===== src/rtl/adc_spi_input_capture_pkg.sv =====
`default_nettype none
// ============================================================================
// Module      : adc_spi_input_capture_pkg
// Description : Shared definitions for the AD7980 SPI capture block: word
//               width, FSM state encodings, idle pin levels and the threshold
//               compare helper.
// Revision    : 1.0 - initial release
// ============================================================================
package adc_spi_input_capture_pkg;

    localparam int c_ADC_BITS = 16;

    // FSM state encodings
    localparam logic [1:0] c_ST_IDLE  = 2'd0;
    localparam logic [1:0] c_ST_CONV  = 2'd1;
    localparam logic [1:0] c_ST_EN    = 2'd2;
    localparam logic [1:0] c_ST_SHIFT = 2'd3;

    // Pin levels while no frame is running
    localparam logic c_CNV_IDLE  = 1'b0;
    localparam logic c_SCLK_IDLE = 1'b0;

    // Unsigned offset-binary compare; equality is a hit for both polarities.
    function automatic logic thresh_hit(
        input logic [c_ADC_BITS-1:0] word,
        input logic [c_ADC_BITS-1:0] thrsh,
        input logic                  pol_ge
    );
        return pol_ge ? (word >= thrsh) : (word <= thrsh);
    endfunction

endpackage
`default_nettype wire


===== src/rtl/adc_spi_input_capture_sclk_phase_gen.sv =====
`default_nettype none
// ============================================================================
// Module      : adc_spi_input_capture_sclk_phase_gen
// Description : SCLK generator for the AD7980 reader. While i_run is high it
//               produces SCLK low for SCLK_HALF cycles then high for
//               SCLK_HALF cycles, repeating, and flags the last high cycle of
//               each period as the data capture point.
// Ports       : clk       - clock
//               rst       - synchronous active-high reset
//               i_run     - high while the owning FSM is shifting
//               o_sclk    - registered SCLK level
//               o_capture - last SCLK-high cycle of the current bit
// Revision    : 1.0 - initial release
// ============================================================================
module adc_spi_input_capture_sclk_phase_gen
    import adc_spi_input_capture_pkg::*;
#(
    parameter int SCLK_HALF = 2
) (
    input  logic clk,
    input  logic rst,
    input  logic i_run,
    output logic o_sclk,
    output logic o_capture
);

    localparam int c_PHASE_W = (SCLK_HALF > 1) ? $clog2(SCLK_HALF) : 1;
    localparam logic [c_PHASE_W-1:0] c_PHASE_LAST = c_PHASE_W'(SCLK_HALF - 1);

    logic [c_PHASE_W-1:0] r_phase;
    logic                 r_sclk;
    logic                 w_half_end;

    assign w_half_end = (r_phase == c_PHASE_LAST);

    // Holding the counter cleared while not running means every SHIFT entry
    // starts with a full SCLK-low half period.
    always_ff @(posedge clk) begin
        if (rst || !i_run) begin
            r_phase <= '0;
            r_sclk  <= c_SCLK_IDLE;
        end else if (w_half_end) begin
            r_phase <= '0;
            r_sclk  <= ~r_sclk;
        end else begin
            r_phase <= r_phase + c_PHASE_W'(1);
        end
    end

    assign o_sclk    = r_sclk;
    assign o_capture = i_run && r_sclk && w_half_end;

endmodule
`default_nettype wire


===== src/rtl/adc_spi_input_capture.sv =====
`default_nettype none
// ============================================================================
// Module      : adc_spi_input_capture
// Description : SPI reader for one AD7980 16-bit ADC (CS mode, 3-wire). On a
//               start strobe it raises CNV for CONV_CYCLES cycles, waits one
//               cycle for SDO enable, clocks 16 bits in MSB first and presents
//               the unsigned offset-binary word with a one-cycle valid pulse
//               and a registered threshold flag.
// Ports       : dataclk       - clock, all logic on posedge
//               reset         - synchronous active-high reset
//               ADC_en        - gates new start requests
//               start         - one-cycle convert-and-read request
//               ADC_CNV       - convert / chip select to the ADC
//               ADC_SCLK      - serial clock to the ADC
//               ADC_DATA      - SDO from the ADC
//               sample        - last captured word
//               sample_valid  - one-cycle pulse when sample updates
//               busy          - frame in progress
//               overrun       - one-cycle pulse after a dropped start
//               ADC_thrsh     - threshold word
//               ADC_thrsh_pol - 1: flag on >=, 0: flag on <=
//               ADC_thrsh_out - registered threshold flag
// Revision    : 1.0 - initial release
// ============================================================================
module adc_spi_input_capture
    import adc_spi_input_capture_pkg::*;
#(
    parameter int CONV_CYCLES = 60,
    parameter int SCLK_HALF   = 2
) (
    input  logic                  dataclk,
    input  logic                  reset,
    input  logic                  ADC_en,
    input  logic                  start,
    output logic                  ADC_CNV,
    output logic                  ADC_SCLK,
    input  logic                  ADC_DATA,
    output logic [c_ADC_BITS-1:0] sample,
    output logic                  sample_valid,
    output logic                  busy,
    output logic                  overrun,
    input  logic [c_ADC_BITS-1:0] ADC_thrsh,
    input  logic                  ADC_thrsh_pol,
    output logic                  ADC_thrsh_out
);

    localparam int c_CONV_W = $clog2(CONV_CYCLES + 1);
    localparam logic [c_CONV_W-1:0] c_CONV_LOAD = c_CONV_W'(CONV_CYCLES);
    localparam logic [c_CONV_W-1:0] c_CONV_ONE  = c_CONV_W'(1);

    logic [1:0]            r_state;
    logic [1:0]            w_state_nxt;
    logic                  r_adc_data_q;
    logic [c_CONV_W-1:0]   r_conv_cnt;
    logic [3:0]            r_bit_idx;
    logic [c_ADC_BITS-2:0] r_shift;
    logic                  r_cnv;
    logic                  r_busy;
    logic                  r_overrun;
    logic [c_ADC_BITS-1:0] r_sample;
    logic                  r_sample_valid;
    logic                  r_thrsh_out;

    logic                  w_run;
    logic                  w_sclk;
    logic                  w_capture;
    logic                  w_accept;
    logic                  w_done;
    logic [c_ADC_BITS-1:0] w_word;

    assign w_run    = (r_state == c_ST_SHIFT);
    assign w_accept = start && ADC_en && (r_state == c_ST_IDLE);
    assign w_done   = w_run && w_capture && (r_bit_idx == 4'd0);
    assign w_word   = {r_shift, r_adc_data_q};

    adc_spi_input_capture_sclk_phase_gen #(
        .SCLK_HALF (SCLK_HALF)
    ) u_sclk_phase_gen (
        .clk       (dataclk),
        .rst       (reset),
        .i_run     (w_run),
        .o_sclk    (w_sclk),
        .o_capture (w_capture)
    );

    always_comb begin
        w_state_nxt = r_state;
        case (r_state)
            c_ST_IDLE:  if (w_accept) w_state_nxt = c_ST_CONV;
            c_ST_CONV:  if (r_conv_cnt == c_CONV_ONE) w_state_nxt = c_ST_EN;
            c_ST_EN:    w_state_nxt = c_ST_SHIFT;
            c_ST_SHIFT: if (w_done) w_state_nxt = c_ST_IDLE;
            default:    w_state_nxt = c_ST_IDLE;
        endcase
    end

    always_ff @(posedge dataclk) begin
        if (reset) begin
            r_state        <= c_ST_IDLE;
            r_adc_data_q   <= 1'b0;
            r_conv_cnt     <= '0;
            r_bit_idx      <= 4'd0;
            r_shift        <= '0;
            r_cnv          <= c_CNV_IDLE;
            r_busy         <= 1'b0;
            r_overrun      <= 1'b0;
            r_sample       <= '0;
            r_sample_valid <= 1'b0;
            r_thrsh_out    <= 1'b0;
        end else begin
            r_adc_data_q <= ADC_DATA;
            r_state      <= w_state_nxt;
            // Pin/status registers follow the next state so they line up
            // exactly with the state register.
            r_cnv        <= (w_state_nxt == c_ST_CONV);
            r_busy       <= (w_state_nxt != c_ST_IDLE);
            r_overrun    <= start && ADC_en && (r_state != c_ST_IDLE);

            if (w_accept) begin
                r_conv_cnt <= c_CONV_LOAD;
            end else if (r_state == c_ST_CONV) begin
                r_conv_cnt <= r_conv_cnt - c_CONV_ONE;
            end

            if (r_state == c_ST_EN) begin
                r_bit_idx <= 4'd15;
            end else if (w_run && w_capture && (r_bit_idx != 4'd0)) begin
                r_bit_idx <= r_bit_idx - 4'd1;
            end

            if (w_run && w_capture) begin
                r_shift <= w_word[c_ADC_BITS-2:0];
            end

            r_sample_valid <= w_done;
            if (w_done) begin
                r_sample    <= w_word;
                r_thrsh_out <= thresh_hit(w_word, ADC_thrsh, ADC_thrsh_pol);
            end
        end
    end

    assign ADC_CNV       = r_cnv;
    assign ADC_SCLK      = w_sclk;
    assign sample        = r_sample;
    assign sample_valid  = r_sample_valid;
    assign busy          = r_busy;
    assign overrun       = r_overrun;
    assign ADC_thrsh_out = r_thrsh_out;

endmodule
`default_nettype wire


===== config.mk =====
export PLATFORM = sky130hd
export DESIGN_NAME = adc_spi_input_capture
export DESIGN_NICKNAME = d
export VERILOG_FILES = /design/src/rtl/adc_spi_input_capture_pkg.sv /design/src/rtl/adc_spi_input_capture_sclk_phase_gen.sv /design/src/rtl/adc_spi_input_capture.sv
export SDC_FILE = /design/constraint.sdc
export NUM_CORES = 1
export LEC_CHECK = 0
export CAP_MARGIN = 40
export CELL_PAD_IN_SITES_DETAIL_PLACEMENT = 1
export CELL_PAD_IN_SITES_GLOBAL_PLACEMENT = 2
export CORE_UTILIZATION = 30
export CTS_CLUSTER_SIZE = 25
export DETAILED_ROUTE_END_ITERATION = 16
export GPL_TIMING_DRIVEN = 0
export HOLD_SLACK_MARGIN = 0.02
export PLACE_DENSITY = 0.85
export SYNTH_ARGS = -nofsm -noshare
export SYNTH_HDL_FRONTEND = slang
export SYNTH_HIERARCHICAL = 1
export SYNTH_SLANG_ARGS = --single-unit

===== constraint.sdc =====
create_clock -name dataclk -period 1.9 [get_ports dataclk]
set_input_delay 0.285 -clock dataclk [delete_from_list [all_inputs] [get_ports dataclk]]
set_output_delay 0.285 -clock dataclk [all_outputs]
set_load 0.005 [all_outputs]

==> results.md <==
* Total Wirelength at 6071 um
* Final setup viols at 0
* Nets at 380
* Gate Count Post-Synth at 283
* Layout cells sized above 1 at 17.16%
* Top FF cell, synth: dfxtp_1
* IO Port Bufs at 43
* Slew @ Worst Pin at 0.5318 ns
* CTS buffer count at 5
* Non-Filler Instances at 437
* Relative slew slack at 64.54%
* Worst clock skew at 0.008425 ns
* Avg Inst Size Synth at 8.184 um2
* Worst setup EP type: flip-flop
* Synth area leaders: dfxtp_1 (44%), nand2_1 (11%), a21oi_1 (11%)
* Drt drc at 0
* RD Place Congestion at 0.7471
* Synth area leader: dfxtp_1
* Clock sinks at 51
* WL/cell at 13.89 um
* Hold bufs inserted after CTS at 0
* Mux contribution to synthesized area at 0%
* Leak pwr at 0.001223 uW
* H-tree depth at 2
* Min-delay worst type: reg -> reg
* M2 GR Usage at 26.35%
* Grt met1 use at 20.14%
* Multi-input gate area at 0.001329 mm2
* Synth Area in Simple Gates at 21.50%
* Most common cell in the synthesized netlist: nand2_1
* Final Cycle Share at 96.13%
* FF+latch count, synth at 51
* Yosys top cell area share at 44.08%
* Syn-to-layout area delta at 39.17%
* Compound-Gate Fraction of Synth Area at 14.59%
* Post-synth EDFFs at 0
* Synth Area in Adders at 10.80%
* DR vias/cell at 4.773
* N_diodes at 0
* Combinational family with the most area after synthesis: simple AND/OR/NAND/NOR gates
* Fin area at 0.003223 mm2
* Netlist cell types at 38
* GRT Util Overall at 15.47%
* Vias in the first global route at 2139
* CTS tree: yes
* Routed vias at 2086
* Mapped cell area at 0.002316 mm2
* Cell row count at 31
* Placed cells at 425
* Die Span Y at 89.86 um
* Critical path required time at 2.14 ns
* Pre-antenna DRT Iters at 4
* Core Util, Final at 43.74%
* M3 GR Usage at 2.030%
* Ys async rst share at 0%
* Final Critical Period at 1.826 ns
* CP Max Fanout at 2
* Pin count of the biggest net entering global routing at 15
* Fmax at 0.5475 GHz
* Routed Antenna Nets at 0
* Clk root buf: clkbuf_8
* Setup TNS at 0 ns
* Max Slew Vio Count at 0
* Grt peak-use layer: met2
* Status: finished, final reports clean
* Clock slew at reported path FFs at 0.09 ns
* CP Class: in -> reg
* Syn. warnings at 6
* Fin. Hold Viols at 0
* Core Region at 0.007370 mm2
* Filler cell count in the final layout at 897
* Post-synthesis net count at 325
* Synth Area in XOR/XNOR at 3.025%
* VDD IR max at 259.1 uV
* Die Span X at 89.86 um
* Number of antenna violations at the first check in global routing at 0
* Clk buf depth at 2
* Maxcap violations at 0
* GR Overflow Total at 0
* Die area at 0.008075 mm2
* Synth top cells by count: nand2_1 (70), dfxtp_1 (51), a21oi_1 (50)
* Iteration-0 DRC Markers at 72
* First-pass GRT wire length at 10150 um
* Sequential share of the synthesized area at 44.08%
* WP data arrival at 2.07 ns
* Initial Util at 31.43%
* HPWL Detailed at 4387 um
* Num ports at 44
* Reg area at 0.001041 mm2
* Skew-Pair Late Insertion Delay at 0.30 ns
* P per Cell Area at 610.6 mW/mm2
* Area after DPL at 0.002870 mm2
* Worst Setup Start Kind: primary input
power by group:
group          switching (uW)  total (uW)  leakage (uW)  internal [uW]
clock network             351         638     0.0000470            287
logic                     100         209      0.000757            109
registers                29.0        1120      0.000419           1090
stage by stage:
step	hold WS (ns)	setup slack [ns]	total power (uW)
CTS	0.4612	0.0002351	1994
global placement	0.4310	-0.4532	1331
detailed placement	0.4473	-0.4802	1342
finish	0.4565	0.07358	1968
global route	0.4843	-0.01869	2066
floorplan	0.3620	0.1303	1248
cell usage in the layout (no fill, tap or decap), types with 2 or more instances in the layout:
cell	n
nor4_2	2
buf_4	7
inv_2	7
dfxtp_1	41
and3_1	2
o21a_1	2
inv_1	15
clkbuf_8	6
dlymetal6s2s_1	8
dfxtp_4	3
clkbuf_1	6
and2_1	2
a31oi_1	2
ha_4	10
xor2_1	2
nand3_1	2
nand4_1	2
or4_1	2
nor3_1	6
dfxtp_2	7
xnor2_1	6
buf_6	2
a21oi_1	47
nor3b_2	2
nor2b_1	2
nand2b_1	3
ha_1	10
clkdlybuf4s50_1	34
nor2_1	7
a21oi_2	3
nand2_1	69
critical path, cell delays in order:
cell and delay, ns:
clkdlybuf4s50_1 0.46, inv_1 0.05, ha_1 0.29, nand2_1 0.08, nor4_2 0.06, a21boi_2 0.17, or4_1 0.52, a31oi_1 0.17
state kept, by name, indices dropped and copies added, names as in the netlist:
name                      count
sample                       16
r_shift                      15
r_conv_cnt                    6
r_bit_idx                     4
r_state                       2
ADC_CNV                       1
ADC_thrsh_out                 1
busy                          1
overrun                       1
r_adc_data_q                  1
sample_valid                  1
u_sclk_phase_gen/o_sclk       1
u_sclk_phase_gen/r_phase      1
metal layers:
| layer | vias up | routed length [um] | share of wire (%) |
|---|---|---|---|
| met1 | 995 | 2874 | 47 |
| met4 | 0 | 78 | 1.3 |
| li1 | 1051 | - | - |
| met3 | 6 | 144 | 2.4 |
| met2 | 34 | 2974 | 49 |
| met5 | - | 0 | 0 |
timing repair:
item,4_1_cts,5_1_grt
pin swaps,12,11
setup endpoints to repair,17,24
setup buffers,1,5
resized for setup,20,38
worst paths after layout:
kind / start / endpoint / slack, ns / depth (start not counted)
hold reg to reg: sample[3] / sample[3] / 0.46 / 2
setup reg to reg: r_shift[7] / ADC_thrsh_out / 0.07 / 6
hold / removal: sample[3] / sample[3] / 0.46 / 2
setup / recovery: ADC_thrsh[4] / ADC_thrsh_out / 0.07 / 8
cells by family (layout without fill, tap and decap cells):
family                     count (synthesis)  count (layout)
adders and majority gates                 20              20
buffers and inverters                     34              89
and+or+nand+nor                          108             108
xor gates and xnor gates                   8               8
AOI/OAI and AO/OA                         62              62
DFF                                       51              51
cell type report:
cell class	count	area share (%)
Multi-Input combinational cell	198	41.23
Sequential cell	51	32.30
Timing Repair Buffer	49	15.33
Tap cell	99	3.843
Clock buffer	6	2.562
Inverter	22	2.562
Buffer	11	2.019
Clock inverter	1	0.1553
No activity file was read; power rests on OpenSTA's default activity.
